[config.mk]
export PLATFORM = sky130hd
export DESIGN_NAME = vec_mem_sched
export DESIGN_NICKNAME = d
export VERILOG_FILES = /design/src/rtl/vec_mem_sched.sv
export SDC_FILE = /design/constraint.sdc
export NUM_CORES = 1
export LEC_CHECK = 0
export CORE_ASPECT_RATIO = 0.6
export CORE_MARGIN = 3
export CORE_UTILIZATION = 40
export DETAILED_ROUTE_END_ITERATION = 8
export PLACE_DENSITY = 0.74
export SLEW_MARGIN = 20
export SYNTH_ARGS = -nofsm -noshare
export SYNTH_HDL_FRONTEND = slang
export SYNTH_SLANG_ARGS = --single-unit
export TNS_END_PERCENT = 5
[constraint.sdc]
create_clock -name clk -period 3 [get_ports clk]
set_input_delay 0.9 -clock clk [delete_from_list [all_inputs] [get_ports clk]]
set_output_delay 0.9 -clock clk [all_outputs]
set_load 0.01 [all_outputs]
[src/rtl/vec_mem_sched.sv]
// Single-port scheduler for ROM A / RAM B / RAM C (C = A + B): post-reset sweep, user write, user increment.
// Optional build macro VEC_SCHED_RR_EN selects round-robin write/increment arbitration (default: write wins).
module vec_mem_sched #(
    parameter int AW = 10,
    parameter int DW = 4
) (
    input  logic          clk,
    input  logic          rst,
    input  logic [AW-1:0] rd_addr,
    input  logic          wr_req,
    input  logic [AW-1:0] wr_addr,
    input  logic [DW-1:0] wr_data,
    output logic          wr_ack,
    input  logic          inc_req,
    input  logic [AW-1:0] inc_addr,
    output logic          inc_ack,
    input  logic          sweep_req,
    output logic          busy,
    output logic          init_done,
    output logic [AW-1:0] mem_addr,
    input  logic [DW-1:0] a_q,
    input  logic [DW-1:0] b_q,
    output logic          b_we,
    output logic [DW-1:0] b_d,
    output logic          c_we,
    output logic [DW:0]   c_d
);

    // state      | meaning
    // S_IDLE     | bus shows rd_addr, arbitration open
    // S_SWEEP_LD | sweep: read A/B at ptr
    // S_SWEEP_WR | sweep: write C[ptr] = A + B, advance ptr
    // S_OP_LD    | user op: read A/B at latched address
    // S_OP_WR    | user op: commit B and C, pulse ack
    localparam logic [2:0] S_IDLE     = 3'd0;
    localparam logic [2:0] S_SWEEP_LD = 3'd1;
    localparam logic [2:0] S_SWEEP_WR = 3'd2;
    localparam logic [2:0] S_OP_LD    = 3'd3;
    localparam logic [2:0] S_OP_WR    = 3'd4;

    localparam logic [AW-1:0] PTR_LAST = {AW{1'b1}};
    localparam logic [AW-1:0] PTR_ONE  = {{(AW-1){1'b0}}, 1'b1};
    localparam logic [DW-1:0] B_ONE    = {{(DW-1){1'b0}}, 1'b1};

    logic [2:0]    state;
    logic [AW-1:0] ptr;
    logic [AW-1:0] op_addr;
    logic [DW-1:0] op_data;
    logic          op_inc;
    logic [DW-1:0] a_r;
    logic [DW-1:0] b_r;
    logic          init_done_r;
    logic          grant_wr;
    logic          grant_inc;
    logic [DW-1:0] b_new;

`ifdef VEC_SCHED_RR_EN
    // Set after a write grant so that a tied increment wins next time.
    logic pri_inc;

    always_comb begin
        grant_wr  = 1'b0;
        grant_inc = 1'b0;
        if (wr_req && inc_req) begin
            grant_inc = pri_inc;
            grant_wr  = !pri_inc;
        end else begin
            grant_wr  = wr_req;
            grant_inc = inc_req;
        end
    end

    always_ff @(posedge clk) begin
        if (rst) begin
            pri_inc <= 1'b0;
        end else if (state == S_IDLE && !sweep_req) begin
            if (grant_wr)
                pri_inc <= 1'b1;
            else if (grant_inc)
                pri_inc <= 1'b0;
        end
    end
`else
    always_comb begin
        grant_wr  = wr_req;
        grant_inc = inc_req && !wr_req;
    end
`endif

    always_ff @(posedge clk) begin
        if (rst) begin
            state       <= S_SWEEP_LD;
            ptr         <= '0;
            init_done_r <= 1'b0;
            op_addr     <= '0;
            op_data     <= '0;
            op_inc      <= 1'b0;
            a_r         <= '0;
            b_r         <= '0;
        end else begin
            case (state)
                S_IDLE: begin
                    if (sweep_req) begin
                        ptr   <= '0;
                        state <= S_SWEEP_LD;
                    end else if (grant_wr) begin
                        op_addr <= wr_addr;
                        op_data <= wr_data;
                        op_inc  <= 1'b0;
                        state   <= S_OP_LD;
                    end else if (grant_inc) begin
                        op_addr <= inc_addr;
                        op_inc  <= 1'b1;
                        state   <= S_OP_LD;
                    end
                end
                S_SWEEP_LD: begin
                    a_r   <= a_q;
                    b_r   <= b_q;
                    state <= S_SWEEP_WR;
                end
                S_SWEEP_WR: begin
                    if (ptr == PTR_LAST) begin
                        init_done_r <= 1'b1;
                        state       <= S_IDLE;
                    end else begin
                        ptr   <= ptr + PTR_ONE;
                        state <= S_SWEEP_LD;
                    end
                end
                S_OP_LD: begin
                    a_r   <= a_q;
                    b_r   <= b_q;
                    state <= S_OP_WR;
                end
                S_OP_WR: state <= S_IDLE;
                default: state <= S_SWEEP_LD;
            endcase
        end
    end

    // Increment wraps inside B; C sees the wrapped value.
    assign b_new = op_inc ? (b_r + B_ONE) : op_data;

    always_comb begin
        mem_addr = rd_addr;
        b_we     = 1'b0;
        c_we     = 1'b0;
        b_d      = '0;
        c_d      = '0;
        wr_ack   = 1'b0;
        inc_ack  = 1'b0;
        case (state)
            S_SWEEP_LD: mem_addr = ptr;
            S_SWEEP_WR: begin
                mem_addr = ptr;
                c_we     = 1'b1;
                c_d      = {1'b0, a_r} + {1'b0, b_r};
            end
            S_OP_LD: mem_addr = op_addr;
            S_OP_WR: begin
                mem_addr = op_addr;
                b_we     = 1'b1;
                c_we     = 1'b1;
                b_d      = b_new;
                c_d      = {1'b0, a_r} + {1'b0, b_new};
                wr_ack   = !op_inc;
                inc_ack  = op_inc;
            end
            default: mem_addr = rd_addr;
        endcase
    end

    assign busy      = (state != S_IDLE);
    assign init_done = init_done_r;

endmodule
==> qor.yml, run 1 <==
worst-path-max-fanout: 6
layout_commonest_cell: "clkdlybuf4s50_1"
fmax_mhz: 304
core_um2: 5180
grt_start_max_net_pins: 38
fin_setup_tns_ps: -1030
cts_tree: "yes"
timing.rr.end: "ptr[7]$_SDFFE_PP0P_"
die-area_um2: 6450
internal_power_mw: 0.869
cts-root-buf: "clkbuf_8"
final_cell_mix: "clkdlybuf4s50_1, nand2_1, dfxtp_1"
yosys_warnings: 0
grt_use_total_pct: 21.5
synthFlopType: "dfxtp_1"
clkPwrFrac_pct: 27.0
wl_per_cell_um: 15.2
maxCapViolCount: 0
reg2regPathDepth: 5
cts.sinks: 37
hold_start: "a_r[3]$_SDFFE_PP0P_"
finalNonFillerCells: 432
die_h_um: 63.4
syn_area_per_cell_um2: 7.74
ff2ff_setup_slack_ps: 1010
numCtsBuffers: 5
initial_core_util_pct: 42.4
leakagePower_nw: 1.32
wl_um: 6560
p_seq_share_pct: 42.2
h-tree-depth: 2
vias: 2367
port_buffers: 71
ys_seq_elements: 37
dpl.hpwl_um: 5060
arrival_ps: 2390
clkTransAtPathRegs_ps: 70
hold_depth: 2
violations: "setup timing"
p_comb_share_pct: 30.8
pin_count: 72
overflow: 0
grt_pass1_wl_um: 10900
rsz0062_at_grt: "true"
netlist.area_leader.share_pct: 33.7
async_flop_share_pct: 0
synthesis.nets: 338
tightestPinTransition_ps: 669
place.gp.congestion: 0.896
synth_top_cells_by_area: "dfxtp_1, nand2_1, a211oi_1"
viasPerCell: 5.48
dr.pass1.iters: 4
hold_buffers: 0
finalNetCount: 419
area_growth_pct: 45.2
period_needed_ps: 3290
ys_types: 46
synth_area_um2: 2200
whs_ps: 464
cp-end-kind: "primary output"
grt_pass1_vias: 2265
diodes: 0
fin_worst_skew_ps: 7.19
hold_end: "a_r[3]$_SDFFE_PP0P_"
vdd_drop_max_v: 0.000260
ys_seq_area_share_pct: 33.7
power.density_nw_per_um2: 399
outcome: "finished, violations left"
hp-class: "reg -> reg"
required_ps: 2100
finalSetupViolCount: 4
timing.final.ws_setup_ps: -292
post-route-period-util_pct: 110
die_w_um: 102
ant_nets: 0
drc: 0
power.switching_mw: 0.405
path_class: "reg -> out"
insertion_delay_ps: 300
drtIter0Drc: 140
yosysTopAreaCell: "dfxtp_1"
antenna_found_initial: 0
worst_setup_path_start_kind: "register"
drive_gt1_share_pct: 16.1
cts_max_path_buffers: 2
rows: 20
syn_inst: 284
synth_edf_count: 0
hold_viol_final: 0
relSlewSlack_pct: 55.0
slew_viol_final: 0
switching_share_pct: 31.8
dpl.cell_count: 422
reg2reg_from: "ptr[0]$_SDFFE_PP0P_"
## worst max-delay path, stage by stage (launching register included)
cell     delay, ps
dfxtp_2        320
or3b_4         440
or3_1          310
o21ai_1         80
a21oi_1         60
ha_1           330
a21oi_2        160
xor2_1         180
nor2_1          60
buf_2          140
## power by group through the flow
stage | Sequential [mW] | Clock (mW) | Combinational [mW]
floorplan | 0.546 | 0 | 0.208
global route | 0.540 | 0.368 | 0.431
CTS | 0.537 | 0.348 | 0.387
finish | 0.537 | 0.344 | 0.392
global placement | 0.546 | 0 | 0.390
detailed placement | 0.548 | 0 | 0.395
## layout make-up
cell class                      instances  area [µm²]
Clock buffer                            6        72.6
Clock inverter                          2        10.0
Fill cell                             472        1990
Inverter                                5        18.8
Multi-Input combinational cell        221        1400
Sequential cell                        37         743
Tap cell                               66        82.6
Timing Repair Buffer                   95         862
## metrics by stage
step | utilization, % | area (µm²) | setup slack [ps] | power (mW)
2_1_floorplan | - | 2230 | 8.25 | 0.754
3_5_place_dp | 59.6 | 3090 | -362 | 0.942
5_1_grt | 61.6 | 3190 | -360 | 1.34
4_1_cts | 61.3 | 3170 | -277 | 1.27
6_report | 61.6 | 3190 | -292 | 1.27
3_3_place_gp | 59.6 | 3090 | -293 | 0.937
## per-layer routing
layer | track usage (%) | part of all wire (%)
met5 | 0 | 0
met4 | 5.64 | 0.91
met3 | 6.08 | 9.3
met2 | 28.3 | 39
met1 | 33.5 | 51
## synthesized netlist by cell type (2+ instances only)
master / instances
a21oi_1: 22
buf_1: 2
o22ai_1: 2
xnor2_1: 3
nor2b_1: 3
nor2_1: 30
a22oi_1: 7
nor3_1: 10
ha_1: 6
a211oi_1: 17
and2_1: 2
clkbuf_1: 15
and3_1: 2
buf_6: 2
and4_1: 2
nand4_1: 3
mux2i_1: 11
o31ai_1: 3
inv_1: 5
or3b_2: 2
or3_1: 3
nand2_1: 43
mux2_2: 2
a21o_1: 6
nand3_1: 9
xor2_1: 2
dfxtp_1: 37
o21ai_0: 11
a31oi_1: 5
## flip-flops by register name, indices dropped and copies added (netlist names)
register   count
a_r            4
b_r            4
init_done      1
op_addr       10
op_data        4
op_inc         1
ptr           10
state          3
## how the worst max path moves through the flow
stage	startpoint	endpoint	slack [ps]	cells after the start
final	state[1]$_SDFFE_PP0P_	c_d[3]	-290	9
after global routing	state[1]$_SDFFE_PP0P_	c_d[1]	-360	7
after CTS	state[0]$_SDFFE_PP1P_	c_d[3]	-280	10
after detailed placement	state[2]$_SDFFE_PP0P_	c_d[3]	-360	9
after global placement	state[0]$_SDFFE_PP1P_	c_d[3]	-290	9
after floorplan	state[0]$_SDFFE_PP1P_	c_d[4]	8	9
## logic make-up (layout without fill, tap and decap cells)
family / Yosys count / count (layout) / synth area share (%)
AOI/OAI and AO/OA: 80 / 80 / 23.6
adders and majority gates: 7 / 7 / 4.33
muxes: 13 / 13 / 6.03
and+or+nand+nor: 116 / 116 / 25.0
xor gates and xnor gates: 5 / 5 / 1.99
DFF: 37 / 37 / 33.7
buffers and inverters: 26 / 108 / 5.35
## what timing repair did
action                                  CTS  global route
setup buffers                             2             0
gates resized for setup                  30            12
endpoints found under the setup margin   17             8
pin swaps                                 3             5
No activity file was read; power rests on OpenSTA's default activity.
==> inputs of run 2 (changes only) <==
- SLEW_MARGIN: 20 -> 5
==> results of run 2 <==
No change in the layout: final DEF, timing and power equal those of run 1.
